[src/rtl/json_byte_lexer.sv]
// Streaming JSON tokenizer: skips whitespace and emits one token (kind, start
// offset, length, error code) per lexical element through a one-deep output slot.
module json_byte_lexer #(
  parameter int OFFSET_W = 16,
  parameter int LEN_W    = 16
) (
  input  logic                clk,
  input  logic                rst,
  input  logic                in_valid,
  output logic                in_ready,
  input  logic [7:0]          in_data,
  input  logic                in_last,
  output logic                tok_valid,
  input  logic                tok_ready,
  output logic [3:0]          tok_kind,
  output logic [OFFSET_W-1:0] tok_offset,
  output logic [LEN_W-1:0]    tok_len,
  output logic [1:0]          tok_err
);
  localparam logic [3:0] K_LBRACE = 4'd0, K_RBRACE = 4'd1, K_LBRACKET = 4'd2, K_RBRACKET = 4'd3;
  localparam logic [3:0] K_COLON = 4'd4, K_COMMA = 4'd5, K_STRING = 4'd6, K_NUMBER = 4'd7;
  localparam logic [3:0] K_TRUE = 4'd8, K_END = 4'd11, K_ERROR = 4'd15;
  localparam logic [1:0] E_NONE = 2'd0, E_INVALID = 2'd1, E_BAD_LIT = 2'd2, E_UNEXP_END = 2'd3;
  localparam logic [LEN_W-1:0] LEN_MAX = '1;

  typedef enum logic [2:0] {
    S_IDLE, S_STRING, S_STRING_ESC, S_NUMBER, S_LITERAL, S_END_PEND, S_ERROR
  } state_t;

  state_t              state_reg, state_next;
  logic [OFFSET_W-1:0] offset_reg, start_reg, end_off_reg;
  logic [LEN_W-1:0]    len_reg, len_inc;
  logic [1:0]          lit_word_reg;  // 0 true, 1 false, 2 null
  logic [2:0]          lit_idx_reg;

  logic       slot_free, accept, num_term;
  logic       is_ws, is_ctrl, is_num_start, is_num_char, is_lit_start, is_punct;
  logic [3:0] punct_kind;
  logic [1:0] lit_word_sel;
  logic [7:0] lit_char;
  logic       lit_final;

  logic                load;
  logic [3:0]          ld_kind;
  logic [OFFSET_W-1:0] ld_off;
  logic [LEN_W-1:0]    ld_len;
  logic [1:0]          ld_err;

  function automatic logic [7:0] lit_expect(input logic [1:0] word, input logic [2:0] idx);
    case ({word, idx})
      5'b00_001: lit_expect = "r";
      5'b00_010: lit_expect = "u";
      5'b00_011: lit_expect = "e";
      5'b01_001: lit_expect = "a";
      5'b01_010: lit_expect = "l";
      5'b01_011: lit_expect = "s";
      5'b01_100: lit_expect = "e";
      5'b10_001: lit_expect = "u";
      5'b10_010: lit_expect = "l";
      5'b10_011: lit_expect = "l";
      default:   lit_expect = 8'h00;
    endcase
  endfunction

  // Byte classification
  always_comb begin
    is_punct   = 1'b1;
    punct_kind = K_LBRACE;
    case (in_data)
      "{":     punct_kind = K_LBRACE;
      "}":     punct_kind = K_RBRACE;
      "[":     punct_kind = K_LBRACKET;
      "]":     punct_kind = K_RBRACKET;
      ":":     punct_kind = K_COLON;
      ",":     punct_kind = K_COMMA;
      default: is_punct = 1'b0;
    endcase
  end

  assign is_ws        = (in_data == 8'h20) || (in_data == 8'h09) || (in_data == 8'h0A) || (in_data == 8'h0D);
  assign is_ctrl      = (in_data < 8'h20);
  assign is_num_start = (in_data == "-") || (in_data >= "0" && in_data <= "9");
  assign is_num_char  = is_num_start || (in_data == "+") || (in_data == ".") || (in_data == "e") || (in_data == "E");
  assign is_lit_start = (in_data == "t") || (in_data == "f") || (in_data == "n");
  assign lit_word_sel = (in_data == "f") ? 2'd1 : (in_data == "n") ? 2'd2 : 2'd0;
  assign lit_char     = lit_expect(lit_word_reg, lit_idx_reg);
  assign lit_final    = (lit_word_reg == 2'd1) ? (lit_idx_reg == 3'd4) : (lit_idx_reg == 3'd3);
  assign len_inc      = (len_reg == LEN_MAX) ? len_reg : len_reg + LEN_W'(1);

  assign slot_free = !tok_valid || tok_ready;
  // A non-number byte ends a number without being consumed.
  assign num_term  = (state_reg == S_NUMBER) && in_valid && !is_num_char;
  assign in_ready  = slot_free && (state_reg != S_END_PEND) && !num_term;
  assign accept    = in_valid && in_ready;

  // Next-state logic
  always_comb begin
    state_next = state_reg;
    case (state_reg)
      S_IDLE: if (accept) begin
        if (is_ws || is_punct) state_next = in_last ? S_END_PEND : S_IDLE;
        else if (in_data == "\"") state_next = in_last ? S_IDLE : S_STRING;
        else if (is_num_start) state_next = in_last ? S_END_PEND : S_NUMBER;
        else if (is_lit_start) state_next = in_last ? S_IDLE : S_LITERAL;
        else state_next = in_last ? S_IDLE : S_ERROR;
      end
      S_STRING: if (accept) begin
        if (is_ctrl) state_next = in_last ? S_IDLE : S_ERROR;
        else if (in_data == "\"") state_next = in_last ? S_END_PEND : S_IDLE;
        else if (in_data == "\\") state_next = in_last ? S_IDLE : S_STRING_ESC;
        else state_next = in_last ? S_IDLE : S_STRING;
      end
      S_STRING_ESC: if (accept) begin
        if (is_ctrl) state_next = in_last ? S_IDLE : S_ERROR;
        else state_next = in_last ? S_IDLE : S_STRING;
      end
      S_NUMBER: begin
        if (num_term && slot_free) state_next = S_IDLE;
        else if (accept) state_next = in_last ? S_END_PEND : S_NUMBER;
      end
      S_LITERAL: if (accept) begin
        if (in_data != lit_char) state_next = in_last ? S_IDLE : S_ERROR;
        else if (lit_final) state_next = in_last ? S_END_PEND : S_IDLE;
        else state_next = in_last ? S_IDLE : S_LITERAL;
      end
      S_END_PEND: if (slot_free) state_next = S_IDLE;
      S_ERROR:    if (accept && in_last) state_next = S_IDLE;
      default:    state_next = S_IDLE;
    endcase
  end

  // Token load decode
  always_comb begin
    load    = 1'b0;
    ld_kind = K_END;
    ld_off  = start_reg;
    ld_len  = '0;
    ld_err  = E_NONE;
    case (state_reg)
      S_IDLE: if (accept && !is_ws) begin
        ld_off = offset_reg;
        if (is_punct) begin
          load = 1'b1; ld_kind = punct_kind; ld_len = LEN_W'(1);
        end else if (is_num_start) begin
          load = in_last; ld_kind = K_NUMBER; ld_len = LEN_W'(1);
        end else if (in_data == "\"" || is_lit_start) begin
          load = in_last; ld_kind = K_ERROR; ld_err = E_UNEXP_END;
        end else begin
          load = 1'b1; ld_kind = K_ERROR; ld_err = E_INVALID;
        end
      end
      S_STRING, S_STRING_ESC: if (accept) begin
        if (is_ctrl) begin
          load = 1'b1; ld_kind = K_ERROR; ld_err = E_INVALID; ld_off = offset_reg;
        end else if (state_reg == S_STRING && in_data == "\"") begin
          load = 1'b1; ld_kind = K_STRING; ld_len = len_inc;
        end else if (in_last) begin
          load = 1'b1; ld_kind = K_ERROR; ld_err = E_UNEXP_END; ld_off = offset_reg;
        end
      end
      S_NUMBER: begin
        if (num_term && slot_free) begin
          load = 1'b1; ld_kind = K_NUMBER; ld_len = len_reg;
        end else if (accept && in_last) begin
          load = 1'b1; ld_kind = K_NUMBER; ld_len = len_inc;
        end
      end
      S_LITERAL: if (accept) begin
        if (in_data != lit_char) begin
          load = 1'b1; ld_kind = K_ERROR; ld_err = E_BAD_LIT; ld_off = offset_reg;
        end else if (lit_final) begin
          load = 1'b1; ld_kind = K_TRUE + {2'b00, lit_word_reg}; ld_len = len_inc;
        end else if (in_last) begin
          load = 1'b1; ld_kind = K_ERROR; ld_err = E_UNEXP_END; ld_off = offset_reg;
        end
      end
      S_END_PEND: if (slot_free) begin
        load = 1'b1; ld_kind = K_END; ld_off = end_off_reg;
      end
      default: load = 1'b0;
    endcase
  end

  always_ff @(posedge clk) begin
    if (rst) begin
      state_reg    <= S_IDLE;
      offset_reg   <= '0;
      start_reg    <= '0;
      end_off_reg  <= '0;
      len_reg      <= '0;
      lit_word_reg <= 2'd0;
      lit_idx_reg  <= 3'd0;
      tok_valid    <= 1'b0;
      tok_kind     <= 4'd0;
      tok_offset   <= '0;
      tok_len      <= '0;
      tok_err      <= 2'd0;
    end else begin
      state_reg <= state_next;
      if (accept) begin
        offset_reg <= in_last ? '0 : offset_reg + OFFSET_W'(1);
        if (in_last) end_off_reg <= offset_reg + OFFSET_W'(1);
        if (state_reg == S_IDLE) begin
          start_reg    <= offset_reg;
          len_reg      <= LEN_W'(1);
          lit_word_reg <= lit_word_sel;
          lit_idx_reg  <= 3'd1;
        end else begin
          len_reg     <= len_inc;
          lit_idx_reg <= lit_idx_reg + 3'd1;
        end
      end
      if (load) begin
        tok_valid  <= 1'b1;
        tok_kind   <= ld_kind;
        tok_offset <= ld_off;
        tok_len    <= ld_len;
        tok_err    <= ld_err;
      end else if (tok_ready) begin
        tok_valid <= 1'b0;
      end
    end
  end
endmodule
[config.mk]
export PLATFORM = sky130hd
export DESIGN_NAME = json_byte_lexer
export DESIGN_NICKNAME = d
export VERILOG_FILES = /design/src/rtl/json_byte_lexer.sv
export SDC_FILE = /design/constraint.sdc
export NUM_CORES = 1
export LEC_CHECK = 0
export ABC_AREA = 0
export CORE_UTILIZATION = 55
export CTS_CLUSTER_SIZE = 30
export DETAILED_ROUTE_END_ITERATION = 8
export PLACE_DENSITY = 0.76
export SYNTH_ARGS = -nofsm -noshare
export SYNTH_HDL_FRONTEND = slang
export SYNTH_SLANG_ARGS = --single-unit
[constraint.sdc]
create_clock -name clk -period 7.3 [get_ports clk]
set_input_delay 1.46 -clock clk [delete_from_list [all_inputs] [get_ports clk]]
set_output_delay 1.46 -clock clk [all_outputs]
set_load 0.1 [all_outputs]
Word-level counts from Yosys, hierarchy flattened
Memory sizes are Yosys's and may differ from the RTL's.
Index checks and enable logic that the tools add are counted.
Widths: inputs -> output; s select.
Word-level totals
  output and inout bits: 40
  input bits: 13
  bits in latches: 0
  RAM bits: 0
  memories kept: 1
  word-level logic and storage cells: 191
  memory bits (read-only): 224
  flip-flop bits (word level): 111
Operators by class
  multipliers: 0
  divide/modulo/power cells: 0
  reduce and logical (&&, ||, !) cells: 34
  shifts and indexed selects: 0
  eq/ne operators: 39
  bitwise operators: 0
  muxes and demuxes: 98
  add/subtract/negate cells: 4
  order comparisons: 3
Memory list
  (name not given): depth 32, bits a word 7, rd ports 1, clocked after memory_dff 0, write ports 0, RTL line 50  | case ({word, idx})
Operators with widths (number)
  $mux 16: 20
  $pmux 16 s4: 2
  $eq 8x7->1 const B: 10
  $mux 3: 23
  $eq 8x6->1 const B: 7
  $mux 4: 11
  $add 16x1->16 const B: 2
  $mux 2: 15
  $eq 8x4->1 const B: 3
  $mux 1: 22
  $pmux 3 s7: 1
  $eq 16x16->1 const B: 1
  $pmux 4 s4: 1
  $pmux 3 s5: 1
  $logic_or 1x1->1: 13
  $eq 3x3->1 const B: 4
  $ne 2x2->1 const B: 6
  $logic_and 1x1->1: 10
  $eq 3x2->1 const B: 3
  $ge 8x6->1 const B: 1
  $le 8x6->1 const B: 1
  $lt 8x6->1 const B: 1
  $ne 8x8->1: 1
  $reduce_and 7->1: 1
  14 further kinds: 18

Longest topological paths before layout
Gate-level depths: netlist of run 1.
  depth in word-level cells: 17
  mapped depth: 13
  mapped depth without buffers: 10

Worst setup path after synthesis of run 1
OpenSTA, ideal clock, no wires.
  kind: input to output
  start point: input in_data[4]
  end point: output in_ready
  arrival time: 4.025 ns
  stages: 5
  buffers on the path: 1
  data required time: 5.840 ns
  slack: 1.815 ns
  cells stage by stage: or4b_1 nor4b_2 nor3_1 buf_2 a21oi_1
On the way
  word-level cells in the longest chain between the ends: 11
  elaborated cells between the ends (all ways): 17
  those cells by class: order compare: 2; eq/ne: 5; reduce/logical: 10
Ends and longest elaborated chain
  from (decl): RTL line 11  | input logic [7:0] in_data,
  $ge 8x6->1 or $le 8x6->1 (tied branches): RTL line 82  | assign is_num_start = (in_data == "-") || (in_data >= "0" && in_data <= "9");
  $logic_and 1x1->1: RTL line 82
  $logic_or 1x1->1: RTL line 82
  $logic_or 1x1->1 (3 in series): RTL line 83  | assign is_num_char = is_num_start || (in_data == "+") || (in_data == ".") || (in_data == "e") || (in_data == " ...
  $logic_or 1x1->1 *: RTL line 83
  $logic_not 1->1 *: RTL line 92  | assign num_term = (state_reg == S_NUMBER) && in_valid && !is_num_char;
  $logic_and 1x1->1 *: RTL line 92
  $logic_not 1->1 *: RTL line 93  | assign in_ready = slot_free && (state_reg != S_END_PEND) && !num_term;
  $logic_and 1x1->1 *: RTL line 93
  to (decl): RTL line 10  | output logic in_ready,
Mark *: on every way between the ends. The rest lies on a longest branch, timed or not.

Worst setup path in the final report of run 1
Ends and elaborated chain as after synthesis.

==> results.cfg, run 1 <==
[finish]
fin_cells = 1027
final.fill_count = 1096
drive_gt1_frac = 0.0545
final_common_cell = dfxtp_1
final_cell_mix = dfxtp_1, nand2_1, nor2_1, a21oi_1, nand3_1
postLayoutCoreUtil = 0.624
num_antenna_cells = 0
final_nets = 899
syn_to_final_growth_pct = 11.0

[clock_network]
hold_buffers = 0
path_clk_slew_ns = 0.08
cts_root_buf = clkbuf_16
cts_resized = 0
cts_setup_buffers = 0
cts_buffers = 9
cts.sinks = 111
clk_latency_ns = 0.36
cts_buffer_depth = 2
htree_num_levels = 3
cts_tree = yes

[floorplan]
die_x_um = 113
ios = 53
core_area_um2 = 12000
rows = 40
die-area_um2 = 12700
start_util = 0.562
die_h_um = 113

[synth]
ys.flop_type = dfxtp_1
synth_warnings = 0
syn_area_per_cell_um2 = 7.61
synth_area_leader_cell = dfxtp_1
synthesis.instances = 884
syn-num-nets = 908
ys_seq_area_frac = 0.330
synth_edf_count = 0
synth.distinct_cells = 71
yosys_register_bits = 111
syn_area_um2 = 6730
synthArstFlopShare = 0
synth_top_area_frac = 0.330
synth.area.top_cells = dfxtp_1, nand2_1, a21oi_1, nand3_1, o21ai_0

[drt]
ant_nets = 0
wl_per_cell_um = 19.5
drcViolationCount = 0
vias = 6904
drt-initial-drc-count = 619
dr.pass1.iters = 5
vias_per_cell = 6.72
wl_um = 20000

[global_route]
grt_pass1_wl_um = 32200
overflow = 0
grt_usage = 0.319
grt_max_degree = 75
antenna_found_initial = 0
grt_pass1_vias = 5978

[critical_path]
worstRegToRegCells = 9
crit_required_ns = 5.84
r2r_setup_slack_ns = 2.53
start_kind = input port
crit_type = in2out
crit_arrival_ns = 4.67
crit_fanout = 12
end_kind = output pin

[place]
dp_hpwl_um = 13800
io_buffers = 52
pre_cts_slack_ns = 1.22
gp_congestion = 0.915
dp.cells = 1011

[pwr]
leakage_nw = 2.49
combinationalPowerShare = 0.239
internal-power_mw = 1.00
p_total_mw = 1.55
seq_power_share = 0.419
p_switching_mw = 0.550
clkPwrFrac = 0.342
ir_drop_v = 0.000121
swShare = 0.354
power_density_nw_per_um2 = 208

[timing]
slew_headroom = 0.158
fin_skew_ns = 0.00772
setup_viol = 0
rsz0062_at_grt = no
fin_ws_ns = 1.17
finalCriticalPeriod_ns = 6.13
worstMarginPinSlew_ns = 1.26
finalSetupTns_ns = 0
maxSlewViolCount = 0
fmax_ghz = 0.163
min_period_over_period = 0.839
final-hold-violation-count = 0

[worst_hold_path]
hold_class = reg2reg
hold_path_depth = 2

[flow_run]
drv_cap = 0

[run_status]
status = finished, final reports clean
area by class of cell:
type / instances / area [µm²] / share of cell area
clock inverter: 6 / 78.8 / 0.0106
multi-input combinational: 685 / 4140 / 0.554
timing repair buffer: 59 / 568 / 0.0761
clock buffer: 10 / 239 / 0.0320
inverter: 9 / 33.8 / 0.00453
sequential: 111 / 2220 / 0.298
tap: 147 / 184 / 0.0246
per-layer routing:
layer | wire length [µm] | share of wire | vias up | global-route usage
li1 | - | - | 3271 | -
met3 | 1740 | 0.087 | 38 | 0.0394
met2 | 8650 | 0.43 | 351 | 0.463
met1 | 9230 | 0.46 | 3244 | 0.484
met4 | 400 | 0.020 | 0 | 0.107
met5 | 0 | 0 | - | 0
cells by family (layout without fill, tap and decap cells):
group / count (synthesis) / count (layout) / share of synthesized area
AOI/OAI and AO/OA: 279 / 279 / 0.282
xor gates and xnor gates: 22 / 22 / 0.0286
buffers and inverters: 88 / 84 / 0.0549
adders and majority gates: 11 / 11 / 0.0205
muxes: 8 / 8 / 0.0123
and+or+nand+nor: 365 / 365 / 0.272
DFF: 111 / 111 / 0.330
power groups by stage:
stage	clock network, mW	registers [mW]	logic, mW
6_report	0.531	0.650	0.370
5_1_grt	0.556	0.654	0.394
4_1_cts	0.534	0.650	0.364
3_5_place_dp	0	0.664	0.363
3_3_place_gp	0	0.663	0.359
2_1_floorplan	0	0.718	0.218
Yosys cell counts, drive strengths merged (8+ instances only):
library cell,n
dfxtp,111
nand2,99
nor2,77
a21oi,73
nand3,68
o21ai,61
clkbuf,58
nor3,28
a211oi,22
buf,21
a221oi,19
and3,18
o311ai,16
nand3b,15
xnor2,15
a22oi,13
nand4,13
a31oi,12
o2bb2ai,12
ha,11
and4,8
inv,8
metrics by stage:
step,cell area (µm²),hold slack [ns]
floorplan,6730,0.433
global placement,7150,0.441
detailed placement,7150,0.447
CTS,7460,0.459
global route,7460,0.471
finish,7460,0.457
critical path, stage by stage:
cell and delay [ns]:
clkdlybuf4s50_1 0.60, or4b_1 0.65, nor4b_2 0.31, nor3_1 0.10
buf_4 0.19, a21oi_1 0.18, clkdlybuf4s50_1 1.17
path summary, 6_finish.rpt:
path                 startpoint             to
setup reg to reg   state_reg[0]     tok_len[3]
hold / removal    start_reg[10]  start_reg[10]
setup / recovery     in_data[4]       in_ready
hold reg to reg   start_reg[10]  start_reg[10]
Note: power is estimated with default switching activity, not from simulation.
==> run 2, diff against run 1 <==
--- a/config.mk
+++ b/config.mk
@@ -6,7 +6,7 @@
 export NUM_CORES = 1
 export LEC_CHECK = 0
 export ABC_AREA = 0
-export CORE_UTILIZATION = 55
+export CORE_UTILIZATION = 53
 export CTS_CLUSTER_SIZE = 30
 export DETAILED_ROUTE_END_ITERATION = 8
 export PLACE_DENSITY = 0.76
==> constraint.sdc (replaced) <==
create_clock -name clk -period 5.35 [get_ports clk]
set_input_delay 1.07 -clock clk [delete_from_list [all_inputs] [get_ports clk]]
set_output_delay 1.07 -clock clk [all_outputs]
set_load 0.1 [all_outputs]
==> run 2 against run 1 <==
Final area up 0.92%. Largest power group unchanged. Critical endpoint is now tok_len[10]. Non-clock buffer count is 12 higher. Critical path type is now in2reg. Highest routed layer unchanged. Sequential cell count unchanged. Die area up 3.7%. Via count is 2.1% lower.
==> results.cfg, run 2 (same netlist as run 1, synthesis figures left out) <==
[drt]
wl_per_cell_um = 18.4
vias_per_cell = 6.38
wl_um = 19400
ant_nets = 0
dr.pass1.iters = 5
vias = 6756
drcViolationCount = 0
drt-initial-drc-count = 590

[finish]
final_common_cell = dfxtp_1
drive_gt1_frac = 0.0651
final_cell_mix = dfxtp_1, nand2_1, nor2_1, a21oi_1, nand3_1
multi_input_area_um2 = 4150
register_area_um2 = 2220
final_nets = 911
syn_to_final_growth_pct = 12.0
num_antenna_cells = 0
final.fill_count = 1139

[timing]
finalCriticalPeriod_ns = 4.95
worstMarginPinSlew_ns = 1.21
rsz0062_at_grt = no
slew_headroom = 0.188
holdWs_ns = 0.462
maxSlewViolCount = 0
final-hold-violation-count = 0
fin_skew_ns = 0.00786
setup_viol = 0
min_period_over_period = 0.926
fmax_ghz = 0.202
finalSetupTns_ns = 0
fin_ws_ns = 0.397

[clock_network]
cts.sinks = 111
cts_root_buf = clkbuf_16
hold_buffers = 0
cts_buffer_depth = 2
htree_num_levels = 3
cts_buffers = 9
cts_tree = yes
cts_setup_buffers = 0
cts_resized = 0
path_clk_slew_ns = 0.07
clk_latency_ns = 0.36

[pwr]
power_density_nw_per_um2 = 269
ir_drop_v = 0.000255
leakage_nw = 2.53
p_total_mw = 2.03

[floorplan]
start_util = 0.551
die_x_um = 115
die-area_um2 = 13100
die_h_um = 115
rows = 40
ios = 53
core_area_um2 = 12200

[critical_path]
crit_fanout = 33
cp.buffers_inverters = 1
start_kind = input port
crit_type = in2reg
crit_required_ns = 5.63
critical-path-top-delay-family = simple AND/OR/NAND/NOR gates
r2r_setup_slack_ns = 0.82
cp_common_cell = nand2_1
path_cells = clkdlybuf4s50_1 > nand2_1 > nor4b_2 > nor3_1 > and4_1 > a211oi_2 > a211oi_4 > nand2_1 > o2bb2ai_1
end_kind = flip-flop
crit_arrival_ns = 5.23
slowest_stage = a211oi_4
critPathMaxStageDelay_ns = 1.02

[worst_hold_path]
hold_class = reg2reg

[place]
io_buffers = 52
gp_congestion = 0.935
pre_cts_slack_ns = 0.151
dp_hpwl_um = 13900

[flow_run]
drv_cap = 0

[run_status]
status = finished, final reports clean

[global_route]
grt_max_degree = 74
grt_pass1_vias = 6050
grt_pass1_wl_um = 31900
overflow = 0
grt_usage = 0.309
antenna_found_initial = 0
## run 2: where the power goes
group,internal [mW],switching (mW)
Sequential,0.854,0.0350
Clock,0.327,0.301
Combinational,0.136,0.376
## run 2: cell type report
| cell class | count | area share |
|---|---|---|
| sequential | 111 | 0.295 |
| inverter | 9 | 0.00448 |
| multi-input combinational | 685 | 0.550 |
| timing repair buffer | 71 | 0.0870 |
| clock inverter | 3 | 0.00249 |
| clock buffer | 12 | 0.0327 |
| tap | 168 | 0.0279 |
## run 2: routing by layer
layer	wire (µm)	track usage
met4	364	0.0978
met2	8420	0.471
met5	0	0
met1	9110	0.445
met3	1550	0.0476
## run 2: stage by stage
step,util,std cells,area (µm²)
6_report,0.617,1059,7530
5_1_grt,0.617,1059,7530
4_1_cts,0.617,1059,7530
3_5_place_dp,0.595,1044,7270
3_3_place_gp,0.595,1044,7270
2_1_floorplan,-,884,6730
## run 2: tightest hold or removal path, delay by kind of cell, from the launching register on
family,cells,cell delay [ns]
AO/OA/AOI/OAI,1,0.05
flip-flops,1,0.31
AND/OR/NAND/NOR,1,0.05
## run 2: path summary, 6_finish.rpt
path,start,to,cells after the start
setup / recovery,in_data[2],tok_len[10],9
hold / removal,start_reg[1],start_reg[1],2
setup reg to reg,state_reg[0],tok_len[10],9
hold reg to reg,start_reg[1],start_reg[1],2
